File: src/rtl/cpu_timer_io.sv
// cpu_timer_io: 16-byte memory-mapped I/O window on the 6809 CPU bus.
// Provides an LED latch and a prescaled 16-bit down-counter timer with an
// active-low interrupt output. Reads are zero-latency (combinational data).
module cpu_timer_io #(
    parameter logic [15:0] BASE_ADDR = 16'hFF00
) (
    input  logic        cpu_clk,
    input  logic        cpu_reset,
    input  logic [15:0] cpu_addr_i,
    input  logic [7:0]  cpu_data_i,
    input  logic        cpu_we_i,
    input  logic        cpu_oe_i,
    output logic [7:0]  io_data_o,
    output logic        io_sel_o,
    output logic [7:0]  leds_o,
    output logic        irq_n_o
);

    localparam int unsigned DW = 8;
    localparam int unsigned CW = 16;

    localparam logic [3:0] OFF_LED    = 4'd0;
    localparam logic [3:0] OFF_CTRL   = 4'd1;
    localparam logic [3:0] OFF_STATUS = 4'd2;
    localparam logic [3:0] OFF_PRE    = 4'd3;
    localparam logic [3:0] OFF_RHI    = 4'd4;
    localparam logic [3:0] OFF_RLO    = 4'd5;
    localparam logic [3:0] OFF_CHI    = 4'd6;
    localparam logic [3:0] OFF_CLO    = 4'd7;

    logic [DW-1:0] leds;
    logic          en;
    logic          auto_rl;
    logic          ie;
    logic          exp_flag;
    logic [DW-1:0] prescale;
    logic [DW-1:0] hold;
    logic [CW-1:0] reload;
    logic [CW-1:0] count;
    logic [DW-1:0] snap;
    logic [DW-1:0] pc;

    logic       hit;
    logic [3:0] off;
    logic       wr;
    logic       rd;
    logic       wr_ctrl;
    logic       wr_rlo;
    logic       tick;
    logic       tick_ok;
    logic       expire;

    assign hit     = (cpu_addr_i[15:4] == BASE_ADDR[15:4]);
    assign off     = cpu_addr_i[3:0];
    assign wr      = cpu_we_i & hit;
    // A simultaneous write suppresses read side effects.
    assign rd      = cpu_oe_i & hit & ~cpu_we_i;
    assign wr_ctrl = wr && (off == OFF_CTRL);
    assign wr_rlo  = wr && (off == OFF_RLO);

    // Prescaler rollover; a CTRL or RELOAD_LO write in the same cycle discards it.
    assign tick    = en && (pc >= prescale);
    assign tick_ok = tick && !wr_ctrl && !wr_rlo;
    assign expire  = tick_ok && (count == '0);

    assign io_sel_o = hit & (cpu_we_i | cpu_oe_i);
    assign leds_o   = leds;
    assign irq_n_o  = ~(exp_flag & ie);

    // Read data mux, shows pre-write register contents during the strobe cycle.
    always_comb begin
        io_data_o = '0;
        if (cpu_oe_i && hit) begin
            unique case (off)
                OFF_LED:    io_data_o = leds;
                OFF_CTRL:   io_data_o = {5'b0, ie, auto_rl, en};
                OFF_STATUS: io_data_o = {en, 6'b0, exp_flag};
                OFF_PRE:    io_data_o = prescale;
                OFF_RHI:    io_data_o = reload[15:8];
                OFF_RLO:    io_data_o = reload[7:0];
                OFF_CHI:    io_data_o = count[15:8];
                OFF_CLO:    io_data_o = snap;
                default:    io_data_o = '0;
            endcase
        end
    end

    // Register file, prescaler and down-counter state.
    always_ff @(posedge cpu_clk) begin
        if (cpu_reset) begin
            leds     <= '0;
            en       <= 1'b0;
            auto_rl  <= 1'b0;
            ie       <= 1'b0;
            exp_flag <= 1'b0;
            prescale <= '0;
            hold     <= '0;
            reload   <= '0;
            count    <= '0;
            snap     <= '0;
            pc       <= '0;
        end else begin
            if (wr && off == OFF_LED) leds <= cpu_data_i;
            if (wr && off == OFF_PRE) prescale <= cpu_data_i;
            if (wr && off == OFF_RHI) hold <= cpu_data_i;
            if (rd && off == OFF_CHI) snap <= count[7:0];

            // Expiry set takes priority over a W1C clear.
            if (expire) begin
                exp_flag <= 1'b1;
            end else if (wr && off == OFF_STATUS && cpu_data_i[0]) begin
                exp_flag <= 1'b0;
            end

            if (wr_ctrl) begin
                en      <= cpu_data_i[0];
                auto_rl <= cpu_data_i[1];
                ie      <= cpu_data_i[2];
            end else if (expire && !auto_rl) begin
                en <= 1'b0;
            end

            if (wr_rlo) begin
                reload <= {hold, cpu_data_i};
                count  <= {hold, cpu_data_i};
                pc     <= '0;
            end else if (wr_ctrl || !en) begin
                pc <= '0;
            end else if (tick) begin
                pc <= '0;
                if (count != '0) begin
                    count <= CW'(count - CW'(1));
                end else if (auto_rl) begin
                    count <= reload;
                end
            end else begin
                pc <= DW'(pc + DW'(1));
            end
        end
    end

endmodule

File: config.mk
export PLATFORM = sky130hd
export DESIGN_NAME = cpu_timer_io
export DESIGN_NICKNAME = d
export VERILOG_FILES = /design/src/rtl/cpu_timer_io.sv
export SDC_FILE = /design/constraint.sdc
export NUM_CORES = 1
export LEC_CHECK = 0
export BUFFER_PORTS_ARGS = -buffer_cell sky130_fd_sc_hd__clkbuf_2
export CORE_MARGIN = 3
export CORE_UTILIZATION = 63
export DETAILED_ROUTE_END_ITERATION = 6
export PLACE_DENSITY = 0.87
export SLEW_MARGIN = 20
export SYNTH_ARGS = -nofsm -noshare
export SYNTH_HDL_FRONTEND = slang
export SYNTH_SLANG_ARGS = --single-unit
File: constraint.sdc
create_clock -name cpu_clk -period 3.56 [get_ports cpu_clk]
set_input_delay 0.356 -clock cpu_clk [delete_from_list [all_inputs] [get_ports cpu_clk]]
set_output_delay 0.356 -clock cpu_clk [all_outputs]
set_load 0.01 [all_outputs]
==> impl_results.rst, run 1 <==
.. list-table::
   :header-rows: 1

   * - Metric
     - Value
   * - Status
     - finished, violations left
   * - Violated checks
     - DRC
   * - P_int
     - between 1000 and 1500 µW
   * - Max Root-Sink Buffers
     - 2
   * - Hold Worst Slack
     - 332.4 ps
   * - Post-synthesis cell count
     - 507
   * - Average wire per standard cell
     - between 20 and 25 µm
   * - HP Start
     - cpu_data_i[1]
   * - Final antenna diode count
     - 0
   * - Clock buffers created by TritonCTS
     - 9
   * - Post-synthesis cell type with the largest combined area
     - sky130_fd_sc_hd__dfxtp_1
   * - PnR worst setup slack
     - between 700 and 800 ps
   * - 1st-pass router iterations
     - 7
   * - CTS Sinks
     - 76
   * - EDFF count, synth
     - 0
   * - Sw power
     - 375.9 µW
   * - Area growth from synthesis to layout
     - 9.946%
   * - Vertical extent of the die
     - around 90 µm
   * - Final Slew Violations
     - 0
   * - Number of global-route vias before repair
     - 3899
   * - Vias/cell
     - 6.769
   * - Worst-Skew Late Latency
     - 360 ps
   * - Top cells by area in the synthesized netlist
     - sky130_fd_sc_hd__dfxtp_1 36%, sky130_fd_sc_hd__nand2_1 6.5%, sky130_fd_sc_hd__mux2i_1 5.8%
   * - Upper clock frequency limit
     - 0.3516 GHz
   * - Post-synth cell types
     - 58
   * - Switching Fraction
     - 0.2457
   * - Category of the worst setup path launch point
     - flop
   * - Worst Skew
     - approximately 4.2 ps
   * - Global-route wire length before repair
     - 19.95 mm
   * - Crit path arrival time
     - just over 3000 ps
   * - Final non-filler cell area
     - between 0.004 and 0.005 mm²
   * - Yosys top cell area share
     - 0.3643
   * - Core area
     - around 0.0064 mm²
   * - Final total negative setup slack
     - 0 ps
   * - Tcrit/Tclk final
     - 0.7989
   * - GRT Total Usage
     - 0.3402
   * - Slew margin rel.
     - 0.3961
   * - Count of nets left with antenna violations after detail routing
     - 0
   * - Setup bufs post-CTS
     - 0
   * - Fin nets
     - 576
   * - Row count
     - 29
   * - Beginning of the worst register-to-register path
     - count[0]
   * - Maximum level of the CTS H-tree
     - 3
   * - Worst vdd ir
     - 0.0003524 V
   * - CTS Root Cell
     - sky130_fd_sc_hd__clkbuf_8
   * - Kind of end point of the critical path
     - flop
   * - Final setup vio count
     - 0
   * - Synthesis warning total
     - 0
   * - Number of remaining DRC errors
     - 4
   * - Post_cts resized
     - 0
   * - Proportion of power drawn by flip-flops and latches
     - 0.555
   * - Static power due to leakage
     - 0.001717 µW
   * - Leading cell type by number of instances after synthesis
     - sky130_fd_sc_hd__dfxtp_1
   * - Detailed placement HPWL
     - 8.960 mm
   * - Path category of the worst min-delay check
     - in2reg
   * - Slew at the pin closest to its max-slew limit
     - just over 900 ps
   * - Fraction of the yosys area taken by sequential cells
     - 0.3643
   * - Die X
     - 87.42 µm
   * - List of most frequent post-synthesis cells
     - 76 x sky130_fd_sc_hd__dfxtp_1, 72 x sky130_fd_sc_hd__nand2_1, 53 x sky130_fd_sc_hd__nor2_1, 41 x sky130_fd_sc_hd__a21oi_1, 32 x sky130_fd_sc_hd__clkbuf_1
   * - Final WL
     - 12.47 mm
   * - Mapped cell area
     - 0.004177 mm²
   * - Main synth FF type
     - sky130_fd_sc_hd__dfxtp_1
   * - Overall overflow remaining after global route
     - 0
   * - Full die area
     - 0.007642 mm²
   * - Starting density of the core
     - 0.6540
   * - Final number of hold-violating endpoints
     - 0
   * - CP Launch Point
     - count[0]
   * - First-iteration detailed-routing DRC count
     - 492
   * - Syn nets
     - ~550
   * - Area post-placement
     - 0.004415 mm²
   * - Count of input and output buffers
     - 45
   * - Routability-driven placement congestion ratio
     - 0.9602
   * - Worst slack after detailed placement
     - approximately 870 ps
   * - CTS tree
     - yes
   * - Post-layout min period
     - 2844 ps
   * - Proportion of register bits with asynchronous set or reset after synthesis
     - 0
   * - Filler Cell Count
     - 506
   * - Power density relative to cell area
     - 333.2 mW/mm²
   * - Average footprint of a synthesized cell
     - 8.238 µm²
   * - Worst-path clk slew
     - 80 ps
   * - Required arrival time at the worst endpoint
     - about 3800 ps
   * - Share of post-route cells with drive strength above 1
     - 0.1701
   * - Logic gate share of total power
     - 0.046
   * - Number of ports placed on the die boundary
     - 46
   * - Worst Path Class, Setup
     - reg2reg
   * - Critical Path Fanout Max
     - 16
   * - Register area
     - around 0.0015 mm²
   * - Area used by multi-input combinational logic
     - approximately 0.0024 mm²
   * - MaxCap Viol Count
     - 0
   * - Via count
     - 4183
   * - Initial antenna violation count
     - 0
   * - Power share of the clock group
     - 0.399
   * - Final cell utilization of the core
     - 0.7190
   * - Largest net degree at the start of global routing
     - 70
   * - Number of storage elements in the synthesis netlist
     - 76
   * - Unrepaired setup endpoints after global routing
     - no
   * - Count of hold buffers inserted by post-cts repair
     - 0
registers in the layout, indices dropped and copies added (netlist names):
name,cells
auto_rl,1
prescale,8
exp_flag,1
count,16
pc,8
ie,1
hold,8
reload,16
en,1
snap,8
leds_o,8
metrics by stage:
step / std cells / total power, µW
floorplan: 507 / 902.5
global placement: 603 / 935.5
detailed placement: 603 / 936.6
CTS: 618 / 1526
global route: 618 / 1567
finish: 618 / 1530
routing by layer:
layer	wire length (µm)	share of wire	global-route usage	vias up
met5	0	0	0	-
met4	599	0.048	0.1883	0
met3	1427	0.11	0.07758	55
met2	5529	0.44	0.5007	286
met1	4911	0.39	0.4576	1927
li1	-	-	-	1915
critical path, cell delays in order, from the launching register on:
cell and delay (ps):
sky130_fd_sc_hd__dfxtp_1 350, sky130_fd_sc_hd__inv_1 130, sky130_fd_sc_hd__ha_1 170, sky130_fd_sc_hd__or4b_1 570, sky130_fd_sc_hd__o41ai_1 480, sky130_fd_sc_hd__a21oi_1 290, sky130_fd_sc_hd__a21o_4 400, sky130_fd_sc_hd__a311oi_1 330
power groups by stage:
stage	sequential, µW	clock (µW)	combinational, µW
final	849	611	70.2
after global routing	849	645	73.7
after CTS	849	609	67.8
after detailed placement	869	0	67.4
after global placement	869	0	66.3
after floorplan	869	0	33.3
cells in the final DEF (no fill, tap or decap), drive strengths merged, types with 6 or more instances in the layout:
master  netlist  layout
inv          12      12
ha           11      11
xor2          6       6
a22o          6       6
mux2i        24      24
nor3         14      14
o22ai         7       7
nor2         53      53
a221oi       11      11
nor4          6       6
mux2          8       8
nand3        22      22
xnor2         6       6
a21oi        41      41
nand2        72      72
dfxtp        76      76
o21ai        10      10
a211oi        7       7
a311oi        8       8
clkbuf       32      56
buf           6      12
path summary, 6_finish.rpt:
check	to	depth (start not counted)	slack (ps)
max	count[8]	7	720
min	leds_o[1]	3	330
max reg2reg	count[8]	7	720
min reg2reg	hold[0]	2	460
logic make-up after synthesis:
kind of cell | count (synthesis) | share of synthesized area
AND/OR/NAND/NOR | 202 | 0.2283
AO/OA/AOI/OAI | 122 | 0.2067
XOR/XNOR | 12 | 0.02516
adder cells (fa/ha/maj) | 11 | 0.03295
buffers and inverters | 50 | 0.05273
flip-flops | 76 | 0.3643
multiplexers | 34 | 0.08987
cell type report:
| class | instances | area share |
|---|---|---|
| clock inverters | 4 | 0.005450 |
| flip-flops and latches | 76 | 0.3313 |
| inverters | 12 | 0.009809 |
| multi-input cells | 381 | 0.5308 |
| repair buffers | 57 | 0.06866 |
| clock buffers | 11 | 0.03297 |
| well taps | 77 | 0.02098 |
No activity file was read; power rests on OpenSTA's default activity.
==> run 2, diff against run 1 <==
- CORE_UTILIZATION: 63 -> 53
- PLACE_DENSITY: 0.87 -> 0.78
- clock period: 3.56 -> 2.3 ns (I/O delays scaled with it)
==> impl_results.rst, run 2 (synthesis results as in run 1) <==
.. list-table::
   :header-rows: 1

   * - Metric
     - Value
   * - Worst-path clk slew
     - 90 ps (about the same)
   * - Proportion of power drawn by flip-flops and latches
     - 0.472 (-0.083)
   * - Final cell utilization of the core
     - 0.6999 (-0.01911)
   * - Dominant cell type by count on the critical path
     - sky130_fd_sc_hd__buf_4
   * - Beginning of the worst register-to-register path
     - auto_rl
   * - Number of global-route vias before repair
     - 4204 (+7.8%)
   * - P_int
     - 2178 µW (+89%)
   * - Post-route non-filler standard cell count
     - 684 (+11%)
   * - Initial antenna violation count
     - 0 (unchanged)
   * - Kind of end point of the critical path
     - flop
   * - Full die area
     - 0.008981 mm² (+18%)
   * - Worst-case register-to-register setup slack
     - -30 ps (-750 ps)
   * - Slew at the pin closest to its max-slew limit
     - 618.5 ps (-287.3 ps)
   * - Registers with the most flip-flops
     - count (16), reload (16)
   * - Crit path arrival time
     - 2570 ps (-530 ps)
   * - Worst-Skew Late Latency
     - 360 ps (about the same)
   * - Overall overflow remaining after global route
     - 0 (unchanged)
   * - Worst Path Buf+Inv
     - 3 (+2)
   * - Vertical extent of the die
     - 94.77 µm (+8.4%)
   * - Logic gate share of total power
     - 0.042 (-0.004)
   * - Area post-placement
     - 0.004755 mm² (+7.7%)
   * - Power share of the clock group
     - 0.486 (+0.087)
   * - Status
     - finished, violations left
   * - Path category of the worst min-delay check
     - in2reg
   * - Post-layout min period
     - 2334 ps (-510.2 ps)
   * - Cell count after placement
     - 661 (+9.6%)
   * - GRT Total Usage
     - 0.3163 (-0.02390)
   * - Final antenna diode count
     - 0 (unchanged)
   * - Starting density of the core
     - 0.5608 (-0.09318)
   * - First-iteration detailed-routing DRC count
     - 627 (+27%)
   * - Most frequent cells in the layout
     - 72 x sky130_fd_sc_hd__dfxtp_1, 71 x sky130_fd_sc_hd__nand2_1, 51 x sky130_fd_sc_hd__buf_4
   * - Number of remaining DRC errors
     - 1 (-3)
   * - Filler Cell Count
     - 584 (+15%)
   * - Category of the worst setup path launch point
     - flop
   * - CTS Root Cell
     - sky130_fd_sc_hd__clkbuf_8
   * - Row count
     - 31 (+6.9%)
   * - Highest routed layer
     - met4
   * - Tcrit/Tclk final
     - 1.015 (+0.2158)
   * - Upper clock frequency limit
     - 0.4284 GHz (+22%)
   * - Largest net degree at the start of global routing
     - 37 (-47%)
   * - Worst Skew
     - 11.87 ps (+7.638 ps)
   * - Global-route wire length before repair
     - 21.65 mm (+8.5%)
   * - Worst Path Class, Setup
     - reg2reg
   * - Final Slew Violations
     - 0 (unchanged)
   * - Die X
     - 94.77 µm (+8.4%)
   * - PnR worst setup slack
     - -34.01 ps (-749.8 ps)
   * - Core area
     - 0.007447 mm² (+17%)
   * - Hold-critical path endpoint
     - hold[1]
   * - MaxCap Viol Count
     - 0 (unchanged)
   * - Maximum level of the CTS H-tree
     - 3 (unchanged)
   * - Worst vdd ir
     - 0.0004014 V (+14%)
   * - Share of post-route cells with drive strength above 1
     - 0.2769 (+0.1069)
   * - Slew margin rel.
     - 0.5845 (+0.1883)
   * - Register area
     - 0.001526 mm² (+0.33%)
   * - Max Root-Sink Buffers
     - 2 (unchanged)
   * - Number of ports placed on the die boundary
     - 46 (unchanged)
   * - Area used by multi-input combinational logic
     - 0.002616 mm² (+7.3%)
   * - Vias/cell
     - 6.566 (-3.0%)
   * - Delay of the slowest critical-path stage
     - 590 ps (+20 ps)
   * - CTS Sinks
     - 76 (unchanged)
   * - Library cell contributing the largest single delay on the critical path
     - sky130_fd_sc_hd__or4_1
   * - Violated checks
     - DRC, setup timing
   * - Routed wire length on met3
     - 1.553 mm (+8.8%)
   * - Critical Path Fanout Max
     - 8 (-8)
   * - Clock buffers created by TritonCTS
     - 9 (unchanged)
   * - Average wire per standard cell
     - 20.07 µm (-0.52%)
   * - Detailed placement HPWL
     - 9.467 mm (+5.7%)
   * - Most common cell after layout, fill and taps aside
     - sky130_fd_sc_hd__dfxtp_1
   * - Reg2Reg Depth
     - 8 (+1)
   * - Dominant delay contributor by cell family on the critical path
     - simple AND/OR/NAND/NOR gates
   * - Final number of hold-violating endpoints
     - 0 (unchanged)
   * - Static power due to leakage
     - 0.002039 µW (+19%)
   * - Final non-filler cell area
     - 0.005213 mm² (+14%)
   * - Count of input and output buffers
     - 45 (unchanged)
   * - Routability-driven placement congestion ratio
     - 1.058 (+10%)
   * - Count of nets left with antenna violations after detail routing
     - 0 (unchanged)
   * - Final setup vio count
     - 11 (+11)
   * - CTS tree
     - yes
   * - Final WL
     - 13.73 mm (+10%)
   * - HP Start
     - cpu_data_i[1]
   * - Worst hold path cell count
     - 3 (unchanged)
   * - Power density relative to cell area
     - 533.6 mW/mm² (+60%)
   * - Switching Fraction
     - 0.2170 (-0.02872)
   * - DRT met1 WL
     - 5.456 mm (+11%)
   * - Worst r2r dst
     - count[6]
   * - Crit path cell chain
     - or4_1 > o41ai_4 > buf_4 > a21oi_1 > buf_4 > nand2_1 > buf_4 > a221oi_1
   * - Unrepaired setup endpoints after global routing
     - yes
   * - Area growth from synthesis to layout
     - 24.81%
   * - Via count
     - 4491 (+7.4%)
   * - Sw power
     - 603.5 µW (+61%)
   * - 1st-pass router iterations
     - 7 (unchanged)
   * - Required arrival time at the worst endpoint
     - 2530 ps (-1280 ps)
   * - Fin nets
     - 620 (+7.6%)
   * - DR WL met2
     - 6.054 mm (+9.5%)
==> run 2: cell count changes in the layout (fill, tap and decap cells not counted), sizes merged <==
cell,change
a21o,+1
buf,+41
bufinv,+4
clkbuf,-2
clkinvlp,-2
or4b,+2
==> run 2: timing repair <==
item / 4_1_cts / 5_1_grt
cloned: 3 / 0
setup endpoints to repair: 24 / 24
endpoints found under the hold margin: 0 / 0
hold buffers: 0 / 0
pin swaps: 4 / 12
setup buffers: 0 / 5
resized for setup: 7 / 20
==> run 2: final cells by class <==
class,instances,share of cell area
multi-input combinational,384,0.5019
sequential,76,0.2928
timing repair buffer,98,0.1227
clock inverter,6,0.02640
clock buffer,9,0.02376
tap,99,0.02376
inverter,12,0.008641
==> run 2: worst max-delay path by stage <==
stage / from / endpoint / cells after the start
floorplan: count[0] / count[3] / 8
global placement: count[1] / count[0] / 8
detailed placement: count[1] / count[2] / 7
CTS: count[1] / count[2] / 7
global route: count[7] / count[13] / 6
finish: auto_rl / count[6] / 8
==> run 2: metrics by stage <==
step / total power, µW / hold slack (ps) / setup WS, ps / TNS [ps]
final: 2782 / 206.4 / -34.01 / -206.3
after global routing: 2860 / 208.4 / -53.82 / -394.2
after CTS: 2788 / 187.1 / -19.08 / -32.54
after detailed placement: 1456 / 456.3 / -80.66 / -570.2
after global placement: 1454 / 446.3 / -64.57 / -271.9
after floorplan: 1397 / 366.0 / -18.35 / -36.70
==> run 2: per-layer routing <==
layer,track usage,vias to the layer above
li1,-,2016
met5,0,-
met4,0.2151,0
met3,0.06135,52
met1,0.4180,2104
met2,0.4633,319
==> run 2: tightest hold or removal path, stage by stage <==
cell                       delay [ps]
sky130_fd_sc_hd__clkbuf_2         150
sky130_fd_sc_hd__nand3_1           90
sky130_fd_sc_hd__a21oi_1           50
==> run 2: power groups by stage <==
| stage | clock, µW | sequential (µW) | combinational, µW |
|---|---|---|---|
| global placement | 0 | 1350 | 109 |
| CTS | 1360 | 1310 | 111 |
| detailed placement | 0 | 1350 | 110 |
| floorplan | 0 | 1350 | 51.5 |
| finish | 1350 | 1310 | 116 |
| global route | 1420 | 1310 | 123 |
==> run 3, diff against run 2 <==
- ABC_AREA: not set -> 1
- CORE_UTILIZATION: 53 -> 54
- PLACE_DENSITY: 0.78 -> 0.79
- RECOVER_POWER: not set -> 50
==> impl_results.rst, run 3 <==
.. list-table::
   :header-rows: 1

   * - Metric
     - Value
   * - Number of cells on the critical path
     - 11 (+3)
   * - Most common cell after layout, fill and taps aside
     - sky130_fd_sc_hd__nand2_1
   * - Mapped cell area
     - 0.004422 mm² (+5.9%)
   * - Final number of hold-violating endpoints
     - 0 (unchanged)
   * - Setup bufs post-CTS
     - 0 (unchanged)
   * - Registers with the most flip-flops
     - count (16), reload (16)
   * - Overall overflow remaining after global route
     - 0 (unchanged)
   * - Kind of end point of the critical path
     - flop
   * - CTS Sinks
     - 76 (unchanged)
   * - Worst vdd ir
     - 0.0003612 V (-10%)
   * - Number of global-route vias before repair
     - 3997 (-4.9%)
   * - Worst-path clk slew
     - 90 ps (about the same)
   * - EDFF count, synth
     - 0 (unchanged)
   * - Leading cell type by number of instances after synthesis
     - sky130_fd_sc_hd__nand2_1
   * - Slew margin rel.
     - 0.5368 (-0.04772)
   * - Number of ports placed on the die boundary
     - 46 (unchanged)
   * - Static power due to leakage
     - 0.002298 µW (+13%)
   * - Vertical extent of the die
     - 96.49 µm (+1.8%)
   * - Die X
     - 96.49 µm (+1.8%)
   * - Full die area
     - 0.009310 mm² (+3.7%)
   * - Synthesis warning total
     - 0 (unchanged)
   * - Synthesized-area fraction occupied by and/or/nand/nor cells
     - 0.3744 (+0.1461)
   * - Proportion of register bits with asynchronous set or reset after synthesis
     - 0 (unchanged)
   * - Average wire per standard cell
     - 14.99 µm (-25%)
   * - Row count
     - 32 (+3.2%)
   * - Count of hold buffers inserted by post-cts repair
     - 0 (unchanged)
   * - Final antenna diode count
     - 0 (unchanged)
   * - Path category of the worst min-delay check
     - in2reg
   * - Worst Path Buf+Inv
     - 2 (-1)
   * - Dominant combinational cell family by area after synthesis
     - simple AND/OR/NAND/NOR gates
   * - Worst-Skew Late Latency
     - 350 ps (about the same)
   * - Upper clock frequency limit
     - 0.4848 GHz (+13%)
   * - GRT Total Usage
     - 0.2735 (-0.04283)
   * - Worst hold path cell count
     - 3 (unchanged)
   * - Post-synthesis cell count
     - 652 (+29%)
   * - 1st-pass router iterations
     - 6 (-1)
   * - CTS Root Cell
     - sky130_fd_sc_hd__clkbuf_8
   * - Vias/cell
     - 5.624 (-14%)
   * - Most frequent cells in the layout
     - 169 x sky130_fd_sc_hd__nand2_1, 76 x sky130_fd_sc_hd__dfxtp_1, 73 x sky130_fd_sc_hd__nor2_1
   * - Main synth FF type
     - sky130_fd_sc_hd__dfxtp_1
   * - Final setup vio count
     - 0 (-11)
   * - Worst Path Class, Setup
     - reg2reg
   * - Top cells by area in the synthesized netlist
     - sky130_fd_sc_hd__dfxtp_1 34%, sky130_fd_sc_hd__nand2_1 14%, sky130_fd_sc_hd__nor2_1 5.9%
   * - Final WL
     - 12.07 mm (-12%)
   * - Dominant cell type by count on the critical path
     - sky130_fd_sc_hd__nand2_1
   * - Required arrival time at the worst endpoint
     - 2550 ps (+20 ps)
   * - Post_cts resized
     - 0 (-7)
   * - Max Root-Sink Buffers
     - 2 (unchanged)
   * - Critical Path Fanout Max
     - 18 (+10)
   * - Unrepaired setup endpoints after global routing
     - no
   * - Post-layout min period
     - 2063 ps (-271.4 ps)
   * - Tcrit/Tclk final
     - 0.8968 (-0.1180)
   * - Clock buffers created by TritonCTS
     - 9 (unchanged)
   * - Syn nets
     - 691 (+27%)
   * - Starting density of the core
     - 0.5635 (+0.002637)
   * - Via count
     - 4527 (+0.80%)
   * - Adder-Cell Fraction of Synth Area
     - 0.03113 (-0.001828)
   * - First-iteration detailed-routing DRC count
     - 369 (-41%)
   * - Status
     - finished, final reports clean
   * - Count of nets left with antenna violations after detail routing
     - 0 (unchanged)
   * - CTS tree
     - yes
   * - Total power
     - 2452 µW (-12%)
   * - Final Slew Violations
     - 0 (unchanged)
   * - Filler Cell Count
     - 773 (+32%)
   * - Worst Skew
     - 11.17 ps (-0.7070 ps)
   * - Initial antenna violation count
     - 0 (unchanged)
   * - MaxCap Viol Count
     - 0 (unchanged)
   * - Average footprint of a synthesized cell
     - 6.782 µm² (-18%)
   * - Largest net degree at the start of global routing
     - 31 (-16%)
   * - Detailed placement HPWL
     - 9.297 mm (-1.8%)
   * - Maximum level of the CTS H-tree
     - 3 (unchanged)
   * - Area share of xor/xnor cells in the synthesized design
     - 0.01188 (-0.01328)
   * - Hold-critical path endpoint
     - reload[6]
   * - Area growth from synthesis to layout
     - 9.819%
   * - Post-synthesis cell type with the largest combined area
     - sky130_fd_sc_hd__dfxtp_1
   * - Category of the worst setup path launch point
     - flop
   * - Fraction of the mapped netlist area in compound gates
     - 0.1500 (-0.05674)
   * - Worst r2r dst
     - count[8]
   * - Fin nets
     - 737 (+19%)
   * - HP Start
     - cpu_data_i[6]
   * - Dominant delay contributor by cell family on the critical path
     - simple AND/OR/NAND/NOR gates
   * - Reg2Reg Depth
     - 11 (+3)
   * - Post-synth cell types
     - 36 (-38%)
   * - Crit path cell chain
     - inv_1 > ha_1 > nand2_1 > nor2_1 > nand3_4 > clkinv_2 > nand3_4 > nand2_4 > nand2_1 > nand2_1 > nor2_2
   * - Core area
     - 0.007848 mm² (+5.4%)
   * - Library cell contributing the largest single delay on the critical path
     - sky130_fd_sc_hd__dfxtp_1
   * - Final total negative setup slack
     - 0 ps (+206.3 ps)
   * - Post-synthesis mux area share
     - 0 (-0.08987)
   * - List of most frequent post-synthesis cells
     - 169 x sky130_fd_sc_hd__nand2_1, 76 x sky130_fd_sc_hd__dfxtp_1, 70 x sky130_fd_sc_hd__nor2_1, 68 x sky130_fd_sc_hd__inv_1, 51 x sky130_fd_sc_hd__nand3_1
   * - Number of storage elements in the synthesis netlist
     - 76 (unchanged)
   * - Slew at the pin closest to its max-slew limit
     - 692.8 ps (+74.27 ps)
   * - Beginning of the worst register-to-register path
     - count[0]
   * - Delay of the slowest critical-path stage
     - 320 ps (-270 ps)
   * - Worst-case register-to-register setup slack
     - 240 ps (+270 ps)
   * - Fraction of the yosys area taken by sequential cells
     - 0.3441 (-0.02020)
   * - Global-route wire length before repair
     - 19.57 mm (-9.6%)
   * - Yosys top cell area share
     - 0.3441 (-0.02020)
   * - Crit path arrival time
     - 2310 ps (-260 ps)
   * - Power density relative to cell area
     - 504.9 mW/mm² (-5.4%)
   * - Share of post-route cells with drive strength above 1
     - 0.1380 (-0.1389)
   * - Count of input and output buffers
     - 45 (unchanged)
   * - Number of remaining DRC errors
     - 0 (-1)
   * - Routability-driven placement congestion ratio
     - 0.9769 (-7.6%)
[run 3: changes by cell type after synthesis, moves of 6 or more]
cell,previous run,this run
sky130_fd_sc_hd__mux2_2,8,0
sky130_fd_sc_hd__clkbuf_1,32,7
sky130_fd_sc_hd__mux2i_1,24,0
sky130_fd_sc_hd__a21oi_1,41,50
sky130_fd_sc_hd__nor2_2,0,23
sky130_fd_sc_hd__nor2_4,0,6
sky130_fd_sc_hd__nor2_1,53,70
sky130_fd_sc_hd__a311oi_1,8,0
sky130_fd_sc_hd__a22o_1,6,0
sky130_fd_sc_hd__inv_1,12,68
sky130_fd_sc_hd__nor3_1,14,6
sky130_fd_sc_hd__nand2_1,72,169
sky130_fd_sc_hd__o21ai_0,10,33
sky130_fd_sc_hd__nand3_1,22,51
[run 3: metal layers]
metal / share of wire / global-route usage
met5: 0 / 0
met4: 0.032 / 0.1016
met3: 0.071 / 0.04725
met2: 0.46 / 0.4374
met1: 0.44 / 0.3693
[run 3: cell type report]
| class | instances | area [µm²] | area share |
|---|---|---|---|
| clock buffer | 10 | 127.6 | 0.02628 |
| clock inverter | 6 | 71.32 | 0.01469 |
| inverter | 74 | 279.0 | 0.05746 |
| multi-input combinational | 484 | 2461 | 0.5068 |
| sequential | 76 | 1521 | 0.3133 |
| tap | 102 | 127.6 | 0.02628 |
| timing repair buffer | 53 | 267.8 | 0.05514 |
[run 3: worst register-to-register path, delay by kind of cell, from the launching register on]
family,cells,cell delay (ps)
flip-flops,1,320
adder cells (fa/ha/maj),1,210
buffers and inverters,2,320
AND/OR/NAND/NOR,8,1110
[run 3: metrics by stage]
stage / util / instances / setup slack (ps) / cell area, µm² / hold WS (ps)
floorplan: - / 652 / 626.0 / 4422 / 364.9
global placement: 0.6017 / 789 / 352.9 / 4722 / 445.8
detailed placement: 0.6017 / 789 / 295.5 / 4722 / 451.6
CTS: 0.6271 / 805 / 258.3 / 4921 / 146.9
global route: 0.6188 / 805 / 32.86 / 4856 / 182.2
finish: 0.6188 / 805 / 237.4 / 4856 / 157.2
[run 3: cells by family (layout without fill, tap and decap cells)]
| group | after synthesis | after routing |
|---|---|---|
| and+or+nand+nor | 351 | 351 |
| buffers and inverters | 92 | 143 |
| AOI/OAI and AO/OA | 116 | 116 |
| xor gates and xnor gates | 6 | 6 |
| adders and majority gates | 11 | 11 |
| DFF | 76 | 76 |
[run 3: worst max-delay path by stage]
stage / from / end / slack, ps
after floorplan: count[0] / count[14] / 630
final: count[0] / count[8] / 240
after global routing: prescale[1] / count[14] / 30
after global placement: count[0] / count[15] / 350
after CTS: count[0] / count[11] / 260
after detailed placement: count[0] / count[11] / 300
[run 3: power breakdown]
part           internal [µW]  switching (µW)
registers               1310         0.00603
clock network            511             527
logic                   28.8            70.1
